===== src/rtl/inst_fetch_unit_pkg.sv =====
// Shared constants and types for the instruction fetch unit:
// FSM encodings, instruction/PC widths and the queued {pc, inst} entry.
package inst_fetch_unit_pkg;

  localparam int unsigned INST_W = 32;
  localparam int unsigned PC_W   = 32;
  localparam int unsigned PC_INC = 4;

  localparam logic [1:0] ST_IDLE = 2'd0;
  localparam logic [1:0] ST_WAIT = 2'd1;
  localparam logic [1:0] ST_DROP = 2'd2;

  typedef struct packed {
    logic [PC_W-1:0]   pc;
    logic [INST_W-1:0] inst;
  } fetch_entry_t;

endpackage


===== src/rtl/inst_fetch_unit_if.sv =====
// Memory request, redirect and decoder-side handshake bundle of the fetch unit.
interface inst_fetch_unit_if;
  import inst_fetch_unit_pkg::*;

  logic              mem_req;
  logic [PC_W-1:0]   mem_addr;
  logic              mem_ack;
  logic [INST_W-1:0] mem_rdata;
  logic              redirect;
  logic [PC_W-1:0]   redirect_pc;
  logic              inst_valid;
  logic [INST_W-1:0] inst;
  logic [PC_W-1:0]   inst_pc;
  logic              inst_ready;

  modport slave (
    output mem_req, mem_addr, inst_valid, inst, inst_pc,
    input  mem_ack, mem_rdata, redirect, redirect_pc, inst_ready
  );

  modport master (
    input  mem_req, mem_addr, inst_valid, inst, inst_pc,
    output mem_ack, mem_rdata, redirect, redirect_pc, inst_ready
  );

endinterface


===== src/rtl/inst_fetch_unit_fifo.sv =====
// Prefetch queue: power-of-two ring buffer with a flush that wins over push/pop.
module fetch_fifo #(
  parameter int unsigned DEPTH = 4,
  parameter int unsigned W     = 64
) (
  input  logic                   clk,
  input  logic                   rst,
  input  logic                   i_push,
  input  logic [W-1:0]           i_wdata,
  input  logic                   i_pop,
  input  logic                   i_flush,
  output logic [W-1:0]           o_rdata,
  output logic                   o_valid,
  output logic [$clog2(DEPTH):0] o_count
);

  localparam int unsigned PTR_W = $clog2(DEPTH);
  localparam int unsigned CNT_W = PTR_W + 1;

  logic [W-1:0]     r_mem [DEPTH];
  logic [PTR_W-1:0] r_wr_ptr;
  logic [PTR_W-1:0] r_rd_ptr;
  logic [CNT_W-1:0] r_count;
  logic             w_do_pop;

  assign w_do_pop = i_pop && (r_count != '0);

  // Pointers wrap naturally because DEPTH is a power of two
  always_ff @(posedge clk or negedge rst) begin
    if (!rst) begin
      r_wr_ptr <= '0;
      r_rd_ptr <= '0;
      r_count  <= '0;
    end else if (i_flush) begin
      r_wr_ptr <= '0;
      r_rd_ptr <= '0;
      r_count  <= '0;
    end else begin
      if (i_push) r_wr_ptr <= r_wr_ptr + PTR_W'(1);
      if (w_do_pop) r_rd_ptr <= r_rd_ptr + PTR_W'(1);
      case ({i_push, w_do_pop})
        2'b10:   r_count <= r_count + CNT_W'(1);
        2'b01:   r_count <= r_count - CNT_W'(1);
        default: r_count <= r_count;
      endcase
    end
  end

  always_ff @(posedge clk) begin
    if (i_push && !i_flush) r_mem[r_wr_ptr] <= i_wdata;
  end

  assign o_rdata = r_mem[r_rd_ptr];
  assign o_valid = (r_count != '0);
  assign o_count = r_count;

endmodule


===== src/rtl/inst_fetch_unit.sv =====
// Instruction fetch: single-outstanding memory requester feeding a prefetch queue,
// with redirect flush and a DROP state that swallows the stale in-flight word.
module inst_fetch_unit
  import inst_fetch_unit_pkg::*;
#(
  parameter int unsigned     DEPTH    = 4,
  parameter logic [PC_W-1:0] RESET_PC = 32'h0000_0000
) (
  input logic              clk,
  input logic              rst,
  inst_fetch_unit_if.slave bus
);

  localparam int unsigned CNT_W = $clog2(DEPTH) + 1;

  logic [1:0]       r_state;
  logic [1:0]       w_state_nxt;
  logic [PC_W-1:0]  r_fetch_pc;
  logic [PC_W-1:0]  w_fetch_pc_nxt;
  logic [PC_W-1:0]  r_mem_addr;
  logic [PC_W-1:0]  w_mem_addr_nxt;
  logic             r_mem_req;
  logic             w_mem_req_nxt;
  logic             r_rst_done;
  logic             w_push;
  logic             w_pop;
  logic             w_flush;
  logic             w_valid;
  logic             w_room;
  logic [CNT_W-1:0] w_count;
  fetch_entry_t     w_wr_entry;
  fetch_entry_t     w_head;

  fetch_fifo #(
    .DEPTH (DEPTH),
    .W     ($bits(fetch_entry_t))
  ) u_fifo (
    .clk     (clk),
    .rst     (rst),
    .i_push  (w_push),
    .i_wdata (w_wr_entry),
    .i_pop   (w_pop),
    .i_flush (w_flush),
    .o_rdata (w_head),
    .o_valid (w_valid),
    .o_count (w_count)
  );

  assign w_pop  = w_valid && bus.inst_ready;
  assign w_room = (w_count + CNT_W'(1)) <= CNT_W'(DEPTH);

  // Next state, fetch PC, request address and queue control
  always_comb begin
    w_state_nxt    = r_state;
    w_fetch_pc_nxt = r_fetch_pc;
    w_mem_addr_nxt = r_mem_addr;
    w_push         = 1'b0;
    w_flush        = bus.redirect;
    w_wr_entry     = '{pc: r_mem_addr, inst: bus.mem_rdata};
    case (r_state)
      ST_IDLE: begin
        if (bus.redirect) begin
          w_fetch_pc_nxt = bus.redirect_pc;
        end else if (r_rst_done && w_room) begin
          w_state_nxt    = ST_WAIT;
          w_mem_addr_nxt = r_fetch_pc;
        end
      end
      ST_WAIT: begin
        if (bus.redirect) begin
          w_fetch_pc_nxt = bus.redirect_pc;
          w_state_nxt    = bus.mem_ack ? ST_IDLE : ST_DROP;
        end else if (bus.mem_ack) begin
          w_push         = 1'b1;
          w_fetch_pc_nxt = r_fetch_pc + PC_W'(PC_INC);
          w_state_nxt    = ST_IDLE;
        end
      end
      ST_DROP: begin
        if (bus.redirect) w_fetch_pc_nxt = bus.redirect_pc;
        if (bus.mem_ack) w_state_nxt = ST_IDLE;
      end
      default: w_state_nxt = ST_IDLE;
    endcase
    w_mem_req_nxt = (w_state_nxt != ST_IDLE);
  end

  // r_rst_done holds off the first request by one cycle after reset release
  always_ff @(posedge clk or negedge rst) begin
    if (!rst) begin
      r_state    <= ST_IDLE;
      r_fetch_pc <= RESET_PC;
      r_mem_addr <= '0;
      r_mem_req  <= 1'b0;
      r_rst_done <= 1'b0;
    end else begin
      r_state    <= w_state_nxt;
      r_fetch_pc <= w_fetch_pc_nxt;
      r_mem_addr <= w_mem_addr_nxt;
      r_mem_req  <= w_mem_req_nxt;
      r_rst_done <= 1'b1;
    end
  end

  assign bus.mem_req    = r_mem_req;
  assign bus.mem_addr   = r_mem_addr;
  assign bus.inst_valid = w_valid;
  assign bus.inst       = w_head.inst;
  assign bus.inst_pc    = w_head.pc;

endmodule


===== src/flat_wrapper.sv =====
// flat-port wrapper written by rule: the top's interface ports become plain ports
module inst_fetch_unit_flat import inst_fetch_unit_pkg::*;
#(
  parameter int unsigned     DEPTH    = 4,
  parameter logic [PC_W-1:0] RESET_PC = 32'h0000_0000
)
  (clk, rst, bus_mem_req, bus_mem_addr, bus_inst_valid, bus_inst, bus_inst_pc, bus_mem_ack, bus_mem_rdata, bus_redirect, bus_redirect_pc, bus_inst_ready);
  inst_fetch_unit_if bus_i ();
  input logic clk;
  input logic rst;
  output wire logic [$bits(bus_i.mem_req)-1:0] bus_mem_req;
  output wire logic [$bits(bus_i.mem_addr)-1:0] bus_mem_addr;
  output wire logic [$bits(bus_i.inst_valid)-1:0] bus_inst_valid;
  output wire logic [$bits(bus_i.inst)-1:0] bus_inst;
  output wire logic [$bits(bus_i.inst_pc)-1:0] bus_inst_pc;
  input wire logic [$bits(bus_i.mem_ack)-1:0] bus_mem_ack;
  input wire logic [$bits(bus_i.mem_rdata)-1:0] bus_mem_rdata;
  input wire logic [$bits(bus_i.redirect)-1:0] bus_redirect;
  input wire logic [$bits(bus_i.redirect_pc)-1:0] bus_redirect_pc;
  input wire logic [$bits(bus_i.inst_ready)-1:0] bus_inst_ready;
  assign bus_mem_req = bus_i.mem_req;
  assign bus_mem_addr = bus_i.mem_addr;
  assign bus_inst_valid = bus_i.inst_valid;
  assign bus_inst = bus_i.inst;
  assign bus_inst_pc = bus_i.inst_pc;
  assign bus_i.mem_ack = bus_mem_ack;
  assign bus_i.mem_rdata = bus_mem_rdata;
  assign bus_i.redirect = bus_redirect;
  assign bus_i.redirect_pc = bus_redirect_pc;
  assign bus_i.inst_ready = bus_inst_ready;
  inst_fetch_unit #(.DEPTH(DEPTH), .RESET_PC(RESET_PC)) u_core (.clk(clk), .rst(rst), .bus(bus_i));
endmodule

===== config.mk =====
export PLATFORM = sky130hd
export DESIGN_NAME = inst_fetch_unit_flat
export DESIGN_NICKNAME = d
export VERILOG_FILES = /design/src/rtl/inst_fetch_unit_pkg.sv /design/src/rtl/inst_fetch_unit_if.sv /design/src/rtl/inst_fetch_unit_fifo.sv /design/src/rtl/inst_fetch_unit.sv /design/src/flat_wrapper.sv
export SDC_FILE = /design/constraint.sdc
export NUM_CORES = 1
export LEC_CHECK = 0
export ABC_AREA = 1
export BUFFER_PORTS_ARGS = -buffer_cell sky130_fd_sc_hd__buf_4
export CAP_MARGIN = 20
export CORE_UTILIZATION = 65
export CTS_BUF_LIST = sky130_fd_sc_hd__clkbuf_4
export DETAILED_ROUTE_END_ITERATION = 8
export GPL_TIMING_DRIVEN = 1
export PLACE_DENSITY = 0.95
export SETUP_SLACK_MARGIN = 0.05
export SYNTH_ARGS = -nofsm -noshare
export SYNTH_HDL_FRONTEND = slang
export SYNTH_SLANG_ARGS = --single-unit

===== constraint.sdc =====
create_clock -name clk -period 7.2 [get_ports clk]
set_input_delay 1.08 -clock clk [delete_from_list [all_inputs] [get_ports clk]]
set_output_delay 1.08 -clock clk [all_outputs]
set_load 0.01 [all_outputs]

==> flow_metrics.py <==
metrics = {
    "outcome": {
        "outcome": "finished, final reports clean",
    },
    "global_route": {
        "grt-ovfl-total": 0,
        "antenna_found_initial": 1,
        "grt_max_degree": 97,
        "grt_pass1_vias": 10161,
        "grt_pass1_wl_um": 54700,
        "grt_use_total_pct": 33.7,
    },
    "floorplan": {
        "rows": 52,
        "ioPinCount": 167,
        "dieArea_um2": 21400,
        "initial_core_util_pct": 66.6,
        "die_w_um": 146,
        "core-area_um2": 20400,
        "die_h_um": 146,
    },
    "setup_path": {
        "end_kind": "output port",
        "crit_path_max_fanout": 76,
        "critPathLaunchType": "flip-flop",
        "crit_required_ns": 6.12,
        "r2r_setup_slack_ns": 4.08,
        "critPathArrivalTime_ns": 3.34,
        "worstSetupPathType": "flip-flop to output port",
    },
    "drt": {
        "finalWirelength_um": 35600,
        "vias": 10447,
        "route.detailed.drc": 0,
        "ant_nets": 0,
        "dr.pass1.iters": 6,
        "drtIter0Drc": 1237,
        "wl_per_cell_um": 20.6,
        "vias_per_cell": 6.04,
    },
    "cts": {
        "cts-resized-gates": 0,
        "clock-sinks": 331,
        "clkLatencyLatePin_ns": 0.69,
        "cts_buffer_depth": 3,
        "cts_tree": "built",
        "path_clk_slew_ns": 0.07,
        "htree_levels": 3,
        "postCtsSetupBuffers": 0,
        "ctsHoldBuffers": 0,
        "cts_made_buffers": 79,
        "cts-root-buf": "clkbuf_4",
    },
    "sta": {
        "worstMarginPinSlew_ns": 1.03,
        "fin_skew_ns": 0.0573,
        "setup_viol": 0,
        "fin_setup_tns_ns": 0,
        "hold_viol": 0,
        "drv_slew": 0,
        "rsz0062_at_grt": "false",
        "fin_crit_sh_pct": 61.4,
        "fin_crit_ns": 4.42,
        "slew_headroom_pct": 31.2,
        "fmax_ghz": 0.226,
    },
    "synthesis": {
        "synth_cells": 1204,
        "synth_fa_ha_area_share_pct": 0.831,
        "synth_edf_count": 256,
        "synth_seq_cells": 331,
        "yosysWarnings": 0,
        "syn_area_per_cell_um2": 11.3,
        "synthMuxAreaShare_pct": 0.0831,
        "synth_cell_types": 32,
        "synthSimpleGateAreaFrac_pct": 13.6,
        "synth_top_family_by_area": "simple AND/OR/NAND/NOR gates",
        "synth-compound-area-share_pct": 10.8,
        "synthXorXnorAreaFrac_pct": 0.194,
        "synth_nets": 1282,
        "synth_seq_area_share_pct": 70.5,
        "ys.flop_type": "edfxtp_1",
        "syn-cell-area_um2": 13600,
        "ys_async_sr_fraction_pct": 22.7,
    },
    "place": {
        "port_buffers": 166,
        "dp.cells": 1588,
        "place_hpwl_um": 19700,
        "gp_congestion": 0.918,
    },
    "pwr": {
        "vdd.ir_drop.worst_mv": 0.175,
        "p_leak_nw": 6.28,
        "p_per_area_nw_per_um2": 342,
    },
    "cells_and_area": {
        "drive_above_1_share_pct": 22.1,
        "nets": 1479,
        "fillCellCount": 1099,
        "instances_no_fill": 1730,
        "synthToLayoutAreaGrowth_pct": 18.0,
    },
    "job": {
        "maxCapViolations": 0,
    },
    "hold_path": {
        "hold_class": "input pin to async pin",
    },
}
## worst max-delay path, cell delays in order, from the launching register on
cell and delay, ns:
dfrtp_4 0.68, clkinv_2 0.68, buf_4 0.59, o21ai_0 0.37, o22ai_1 0.14, buf_4 0.17
## routing by layer
layer / vias to the layer above / global-route usage (%) / wire, um
met2: 745 / 57.1 / 18000
met4: 0 / 13.9 / 1320
met1: 4965 / 42.4 / 12700
met5: - / 0 / 0
met3: 103 / 7.56 / 3530
li1: 4634 / - / -
## cell families after synthesis
kind of cell	count (synthesis)
AND/OR/NAND/NOR	458
flip-flops	331
AO/OA/AOI/OAI	272
buffers and inverters	129
adder cells (fa/ha/maj)	9
XOR/XNOR	3
other	1
multiplexers	1
## cells in the mapped netlist, types with 5 or more instances
| master | count | area (um2) |
|---|---|---|
| edfxtp_1 | 256 | 7690 |
| buf_2 | 24 | 120 |
| nand4_1 | 5 | 31.3 |
| o21ai_0 | 170 | 851 |
| o22ai_1 | 67 | 419 |
| nand2_1 | 181 | 679 |
| nor2_2 | 5 | 31.3 |
| dfrtp_1 | 75 | 1880 |
| a22oi_1 | 5 | 37.5 |
| ha_1 | 9 | 113 |
| a21oi_1 | 5 | 25.0 |
| nor2_1 | 216 | 811 |
| clkbuf_1 | 34 | 128 |
| nand3_1 | 42 | 210 |
| o21ai_1 | 22 | 110 |
| inv_1 | 63 | 236 |
## cell usage in the layout, fill, tap and decap left out, drive strengths merged, types with 9 or more instances in the layout
cell    count
buf       178
clkbuf    114
clkinv     20
dfrtp      75
edfxtp    256
ha          9
inv        68
nand2     183
nand3      44
nor2      222
o21ai     192
o22ai      67
## power breakdown
group	internal [W]	switching [W]	total (W)
clock network	0.000728	0.000746	0.00147
registers	0.00234	0.000282	0.00262
logic	0.000535	0.000848	0.00138
total	0.00360	0.00188	0.00548
## sequential cells by signal, indices dropped and copies added (netlist names)
register / count
u_core.u_fifo.r_mem: 256
u_core.bus.mem_addr: 32
u_core.r_fetch_pc: 32
u_core.u_fifo.o_count: 3
u_core.r_state: 2
u_core.u_fifo.r_rd_ptr: 2
u_core.u_fifo.r_wr_ptr: 2
u_core.bus.mem_req: 1
u_core.r_rst_done: 1
## layout make-up
type / count / area (um2) / area share [%]
well taps: 270 / 338 / 2.11
inverters: 67 / 253 / 1.58
multi-input cells: 744 / 3490 / 21.8
clock inverters: 24 / 101 / 0.634
diodes: 2 / 5.00 / 0.0313
repair buffers: 178 / 1380 / 8.64
flip-flops and latches: 331 / 9570 / 59.8
clock buffers: 114 / 856 / 5.35
## through the flow
stage                     total power (W)  instance area, um2  utilization [%]  hold slack (ns)  setup slack, ns
after floorplan                   0.00329               13600                -            0.471             2.51
after global placement            0.00388               15000             73.5            0.486             2.92
after detailed placement          0.00396               15000             73.6            0.513             2.95
after CTS                         0.00545               15900             78.3            0.522             2.81
after global routing              0.00573               16000             78.6            0.543             2.48
final                             0.00548               16000             78.6            0.527             2.78
## worst paths after layout
| kind | start | to | cells after the start |
|---|---|---|---|
| max in group asynchronous | rst | u_core.u_fifo.r_rd_ptr[0]$_DFFE_PN0P_ | 1 |
| setup reg to reg | u_core.r_state[0]$_DFF_PN0_ | u_core.u_fifo.r_mem[2][12]$_DFFE_PP_ | 5 |
| setup / recovery | u_core.u_fifo.r_rd_ptr[0]$_DFFE_PN0P_ | bus_inst_pc[28] | 5 |
| min in group clk | u_core.r_fetch_pc[0]$_DFFE_PN0P_ | u_core.bus.mem_addr[0]$_DFFE_PN0P_ | 2 |
| hold reg to reg | u_core.r_fetch_pc[0]$_DFFE_PN0P_ | u_core.bus.mem_addr[0]$_DFFE_PN0P_ | 2 |
| hold / removal | rst | u_core.r_fetch_pc[9]$_DFFE_PN0P_ | 1 |
No activity file was read; power rests on OpenSTA's default activity.
